===== src/rtl/mnist_infer_ctrl.sv =====
`timescale 1ns/1ps
// Inference sequencer: starts the image loader, counts pixels, waits for the
// core's score vector, runs a sequential argmax and hands the result to the UART.
module mnist_infer_ctrl #(
    parameter int N_PIXELS    = 784,
    parameter int N_CLASS     = 10,
    parameter int SCORE_W     = 8,
    parameter int TIMEOUT_CYC = 2000000
) (
    input  logic                       clk,
    input  logic                       rst,
    input  logic                       start_req,
    output logic                       img_start,
    input  logic                       pix_vld,
    input  logic                       res_vld,
    input  logic [N_CLASS*SCORE_W-1:0] res_din,
    output logic                       tx_vld,
    input  logic                       tx_rdy,
    output logic [3:0]                 tx_class,
    output logic [SCORE_W-1:0]         tx_score,
    output logic                       busy,
    output logic                       done,
    output logic                       err_timeout,
    output logic                       err_pixcnt
);

    localparam int WD_W = $clog2(TIMEOUT_CYC + 1);

    typedef enum logic [2:0] {
        IDLE,
        LOAD,
        WAIT_RES,
        ARGMAX,
        REPORT
    } state_e;

    state_e                     state_q, state_d;
    logic [9:0]                 pix_q, pix_d, pix_inc;
    logic [WD_W-1:0]            wd_q, wd_d;
    logic [3:0]                 idx_q, idx_d;
    logic [3:0]                 best_idx_q, best_idx_d;
    logic signed [SCORE_W-1:0]  best_sc_q, best_sc_d;
    logic signed [SCORE_W-1:0]  sc_q [N_CLASS];
    logic signed [SCORE_W-1:0]  sc_d [N_CLASS];
    logic                       img_start_q, img_start_d;
    logic                       done_q, done_d;
    logic                       errt_q, errt_d;
    logic                       errp_q, errp_d;

    assign pix_inc = (pix_q == 10'd1023) ? pix_q : pix_q + 10'd1;

    always_comb begin
        state_d     = state_q;
        pix_d       = pix_q;
        wd_d        = wd_q;
        idx_d       = idx_q;
        best_idx_d  = best_idx_q;
        best_sc_d   = best_sc_q;
        sc_d        = sc_q;
        img_start_d = 1'b0;
        done_d      = 1'b0;
        errt_d      = errt_q;
        errp_d      = errp_q;
        unique case (state_q)
            IDLE: begin
                if (start_req) begin
                    state_d     = LOAD;
                    img_start_d = 1'b1;
                    errt_d      = 1'b0;
                    errp_d      = 1'b0;
                    pix_d       = '0;
                    wd_d        = '0;
                end
            end
            LOAD, WAIT_RES: begin
                wd_d = wd_q + WD_W'(1);
                if (pix_vld) begin
                    pix_d = pix_inc;
                    if (state_q == WAIT_RES) errp_d = 1'b1;
                end
                // A result always beats a simultaneous watchdog expiry.
                if (res_vld) begin
                    for (int i = 0; i < N_CLASS; i++)
                        sc_d[i] = res_din[SCORE_W*i +: SCORE_W];
                    best_idx_d = '0;
                    best_sc_d  = res_din[SCORE_W-1:0];
                    idx_d      = 4'd1;
                    state_d    = ARGMAX;
                    if (state_q == LOAD) errp_d = 1'b1;
                end else if (wd_q == WD_W'(TIMEOUT_CYC - 1)) begin
                    errt_d  = 1'b1;
                    done_d  = 1'b1;
                    state_d = IDLE;
                end else if (state_q == LOAD && pix_vld &&
                             pix_inc == 10'(N_PIXELS)) begin
                    state_d = WAIT_RES;
                end
            end
            ARGMAX: begin
                // Strictly greater keeps the lowest index on ties.
                if (sc_q[idx_q] > best_sc_q) begin
                    best_idx_d = idx_q;
                    best_sc_d  = sc_q[idx_q];
                end
                idx_d = idx_q + 4'd1;
                if (idx_q == 4'(N_CLASS - 1)) state_d = REPORT;
            end
            REPORT: begin
                if (tx_rdy) begin
                    state_d = IDLE;
                    done_d  = 1'b1;
                end
            end
            default: state_d = IDLE;
        endcase
    end

    always_ff @(posedge clk) begin
        if (rst) begin
            state_q     <= IDLE;
            pix_q       <= '0;
            wd_q        <= '0;
            idx_q       <= '0;
            best_idx_q  <= '0;
            best_sc_q   <= '0;
            sc_q        <= '{default: '0};
            img_start_q <= 1'b0;
            done_q      <= 1'b0;
            errt_q      <= 1'b0;
            errp_q      <= 1'b0;
        end else begin
            state_q     <= state_d;
            pix_q       <= pix_d;
            wd_q        <= wd_d;
            idx_q       <= idx_d;
            best_idx_q  <= best_idx_d;
            best_sc_q   <= best_sc_d;
            sc_q        <= sc_d;
            img_start_q <= img_start_d;
            done_q      <= done_d;
            errt_q      <= errt_d;
            errp_q      <= errp_d;
        end
    end

    assign img_start   = img_start_q;
    assign done        = done_q;
    assign err_timeout = errt_q;
    assign err_pixcnt  = errp_q;
    assign busy        = (state_q != IDLE);
    assign tx_vld      = (state_q == REPORT);
    assign tx_class    = best_idx_q;
    assign tx_score    = best_sc_q;

endmodule

===== config.mk =====
export PLATFORM = sky130hd
export DESIGN_NAME = mnist_infer_ctrl
export DESIGN_NICKNAME = d
export VERILOG_FILES = /design/src/rtl/mnist_infer_ctrl.sv
export SDC_FILE = /design/constraint.sdc
export NUM_CORES = 1
export LEC_CHECK = 0
export CORE_UTILIZATION = 25
export CTS_CLUSTER_SIZE = 8
export DETAILED_ROUTE_END_ITERATION = 8
export SKIP_CTS_REPAIR_TIMING = 1
export SLEW_MARGIN = 20
export SYNTH_ARGS = -nofsm -noshare
export SYNTH_HDL_FRONTEND = slang
export SYNTH_SLANG_ARGS = --single-unit

===== constraint.sdc =====
create_clock -name clk -period 5.3 [get_ports clk]
set_input_delay 1.06 -clock clk [delete_from_list [all_inputs] [get_ports clk]]
set_output_delay 1.06 -clock clk [all_outputs]
set_load 0.01 [all_outputs]

# --- After elaboration in Yosys (flattened, before gate mapping) ---
# Cells that the tools add are included.
classes:
  add_sub_neg: 3
  n_lt_le_gt_ge: 2
  n_eq_ne: 17
  n_mux: 38
  bitwise_logic: 2
  reduce_logical: 15
ops:
  columns: ["cell", "count"]
  rows:
  - ["$pmux 21 s2", 1]
  - ["$bmux 8 s4", 1]
  - ["$mux 8", 4]
  - ["$mux 10", 3]
  - ["$add 21x1->21 const B", 1]
  - ["$eq 21x21->1 const B", 1]
  - ["$mux 21", 1]
  - ["$eq 10x10->1 const B", 2]
  - ["$pmux 10 s2", 1]
  - ["$mux 3", 6]
  - ["$pmux 4 s2", 2]
  - ["$pmux 8 s2", 1]
  - ["$ne 2x2->1 const B", 7]
  - ["$mux 4", 3]
  - ["$pmux 3 s4", 1]
  - ["$mux 1", 11]
  - ["$add 10x1->10 const B", 1]
  - ["$gt 8x8->1", 1]
  - ["$reduce_and 4->1", 2]
  - ["$eq 3x2->1 const B", 2]
  - ["$pmux 1 s2", 3]
  - ["$reduce_and 2->1", 3]
  - ["$reduce_and 3->1", 2]
  - ["$ge 5x5->1 const B", 1]
  - ["other kinds (13)", 16]
word_totals:
  ff_bits: 134
  wordCells: 97

# --- Depth between registers and ports, before layout ---
depth:
  ltp_word: 8
  depth_mapped: 13
  depth_no_buf: 10

# --- Worst setup path before layout ---
# Ideal clock, no wire load.
synth_timing:
  path_type: "reg2reg"
  start: "register idx_q[0]"
  end: "register best_sc_q[0], in the netlist tx_score[0]"
  setup_time_ns: 0.122
  arrival_ns: 3.310
  t_required_ns: 5.178
  setup_slack_ns: 1.868
  path_stages_with_launch: 13
  path_buffers: 3
  synth_period_minus_slack_ns: 3.432
  path_cell_list: "dfxtp_1 > buf_2 > buf_2 > mux4_2 > mux2i_1 > o22ai_1 > ha_1 > or3b_2 > o221a_2 > o21ai_0 > a21oi_1 > clkbuf_1 > o311a_1"
synth_via:
  elab_chain_len: 7
  word_cells_on_any_way: 9
synth_lines:
  columns: ["item", "line_no", "source"]
  rows:
  - ["start: declaration", "40", "logic [3:0] idx_q, idx_d;"]
  - ["start signal: assignment", "135", "idx_q <= idx_d;"]
  - ["$not 4->5 (not written as such) *", "101, 103", null]
  - ["$bmux 8 s4 *", "101, 103", null]
  - ["$mux 8 (not written as such) * (2 in a row)", "101, 103", null]
  - ["$gt 8x8->1", "101", "if (sc_q[idx_q] > best_sc_q) begin"]
  - ["$ne 2x2->1 (no line)", null, null]
  - ["$reduce_and 3->1 (no line)", null, null]
  - ["end signal: assignment", "137", "best_sc_q <= best_sc_d;"]
  - ["end: declaration", "42", "logic signed [SCORE_W-1:0] best_sc_q, best_sc_d;"]
# Mark *: on every way between the ends. The rest lies on a longest branch, timed or not. The select of a mux whose other input is x is not followed.
# A chain may end at the register's enable or synchronous reset.

# --- Worst setup path in the final report ---
layout_timing:
  start: "register idx_q[1]"
  end: "register best_sc_q[0], in the netlist tx_score[0]"
# The elaborated chain is that of the path after synthesis.

==> run metrics <==
Tmin final=approximately 3.8 ns; worst stage delay on the critical path=roughly 0.92 ns; CTS Buffer Depth=2; sequential element share of the synthesized area=a little over two fifths; initial antenna violation count=0; largest fanout on the critical path=24; Max Clk Rate=265.2 MHz; # Max-Cap Violations=0; final core occ=about 33%; critical path class=register to register; vias post-DR=about 5.5k; GRT overflow=0; Starting Density=about a quarter; layout cells sized above 1=7.746%; arrival time worst endpoint=about 4.1 ns; worst skew pair latency=around 0.42 ns; Post-Syn Area per Cell=between 8 and 9 µm²; FP Rows=57; Routed WL=between 15000 and 20000 µm; CP bufs+invs=0; cell area power density=between 400 and 500 nW/µm²; Yosys warnings=0; ant diodes=0; RSZ-0062 raised after global routing=false; outcome=finished, final reports clean; Post-Syn Area=between 6000 and 7000 µm²; most frequent cells in the layout=nand2_1, dfxtp_1, a21oi_1; critical-path cell list=mux4_2 -> mux2i_1 -> o22ai_1 -> ha_1 -> or3b_2 -> o221a_2 -> o21ai_0 -> a21oi_2 -> o221ai_1 -> o311a_1; critical path endpoint category=register; Synth cell types=57; Synth top area share=a little over two fifths; I/O Buffers=103; CTS root buf=clkbuf_16; headroom to the max-slew limit=around 33%; # IOs=104; Fin. Hold Viols=0; antenna-violating nets left=0; Max Slew Vio Count=0; nets=approximately 940; die area=~26000 µm²; total CTS buffers=17; Die Width=160.4 µm; largest net degree at the start of global routing=between 90 and 100; Hold Path Class=register to register; vias in the first global route=5419; Clock Sinks=around 130; Post-synth EDFFs=0; Worst Tran Pin Value=1.011 ns; Chip Height=approximately 160 µm; Max IR drop VDD=0.0002223 V; Fin Setup TNS=0 ns; dominant synthesized flop cell=dfxtp_1; Critical-path top delay cell=dfxtp_1; GRT Overall Usage=about 14%; crit share post-route=71.15%; synth top area cells=dfxtp_1, nand2_1, a21oi_1, mux4_2, nor2_1; family with the most delay on the worst path=compound AO/OA/AOI/OAI gates; Multi-input gate area=approximately 3300 µm²; CP required=5.60 ns; CTS clk-pin slew, worst paths=about 0.060 ns; final setup vio count=0; register cell area after layout=between 2000 and 3000 µm²; syn_nets=a little under 900; post-route cell area=approximately 8000 µm²; Worst Skew=about 0.011 ns; synthesized instance count=between 700 and 800; Filler Cells Inserted=2548; number of synthesized register bits=approximately 130; Core Box Area=24460 µm²; area delta synth->final=28.99%; global-route wire length before repair=roughly 28000 µm; Worst Setup Start Kind=register; asr flop ratio synth=0%; TritonCTS clock tree=yes; placer congestion estimate=roughly 0.9; vias per inst=about 4.7; initial DRC count=roughly 290; number of detailed-route iterations in the first pass=5; DPL Wire Length=12200 µm; DP Area=roughly 7500 µm²; most common cell after layout, fill and taps aside=nand2_1; DR WL/cell=14.34 µm; cell accounting for the most synthesized area=dfxtp_1; Clock H-tree levels=4; DRC errors left=0; Leakage=around 2.7 nW
## worst reg2reg max path, delay by kind of cell, from the launching register on
family,cells,cell delay [ns]
AOI/OAI and AO/OA,6,1.61
adders and majority gates,1,0.35
DFF,1,0.92
muxes,2,0.58
and+or+nand+nor,1,0.21
## logic make-up after synthesis
| group | share of synthesized area, % |
|---|---|
| adders and majority gates | 2.393 |
| DFF | 42.75 |
| and+or+nand+nor | 23.27 |
| xor gates and xnor gates | 2.652 |
| muxes | 8.295 |
| AOI/OAI and AO/OA | 16.31 |
| buffers and inverters | 4.327 |
## power breakdown
group | internal [mW] | total, mW | switching (mW)
logic | 0.524 | 1.19 | 0.671
registers | 1.20 | 1.37 | 0.174
clock network | 0.701 | 1.16 | 0.460
## layer usage
metal  vias to the layer above  wire, µm  GRT usage, %
li1                       2813         -             -
met4                         0       216         3.939
met2                       143      7905         21.76
met3                        14       907         3.487
met1                      2543      7836         17.87
met5                         -         0             0
## cells in the mapped netlist, types with 2 or more instances
master     instances
nand2_1          199
dfxtp_1          134
a21oi_1          110
nor2_1            46
clkbuf_1          36
mux2i_1           16
mux4_2            16
nand3_1           15
ha_1              12
inv_1             12
nor3_1            12
o21ai_0           12
xor2_1            11
nand3b_1           9
a2bb2oi_1          8
o22ai_1            8
or3_1              8
xnor2_1            8
and3_1             7
buf_2              7
o31ai_1            7
a31oi_1            6
buf_1              6
nand4_1            6
or2_2              5
a211oi_1           4
buf_4              4
nor2b_1            4
a22oi_1            3
nor4bb_1           3
a21o_1             2
a32oi_1            2
and2_1             2
and3b_1            2
o21a_1             2
or4_1              2
## flip-flops by register name, summed over array words and instances (netlist names)
name,count
sc_q,80
wd_q,21
pix_q,10
tx_score,8
idx_q,4
tx_class,4
state_q,3
done,1
err_pixcnt,1
err_timeout,1
img_start,1
## stage by stage
| step | instances | hold slack (ns) | setup slack (ns) | power [mW] |
|---|---|---|---|---|
| floorplan | 767 | 0.4331 | 1.868 | 2.197 |
| global placement | 1144 | 0.4400 | 1.647 | 2.590 |
| detailed placement | 1144 | 0.4467 | 1.565 | 2.594 |
| CTS | 1176 | 0.4556 | 1.540 | 3.764 |
| global route | 1176 | 0.4678 | 1.221 | 3.967 |
| finish | 1176 | 0.4520 | 1.529 | 3.729 |
## path summary, 6_finish.rpt
path | startpoint | end | slack, ns | cells past startpoint
worst max-delay path | idx_q[1] | tx_score[0] | 1.53 | 10
worst min-delay path | sc_q[43] | sc_q[43] | 0.45 | 2
worst max register to register | idx_q[1] | tx_score[0] | 1.53 | 10
worst min register to register | sc_q[43] | sc_q[43] | 0.45 | 2
## cell type report
class	count	area share (%)
timing repair buffer	106	12.99
clock buffer	20	5.395
inverter	13	0.6029
multi-input combinational	567	41.13
clock inverter	12	1.716
tap	324	5.009
sequential	134	33.16
No activity file was read; power rests on OpenSTA's default activity.
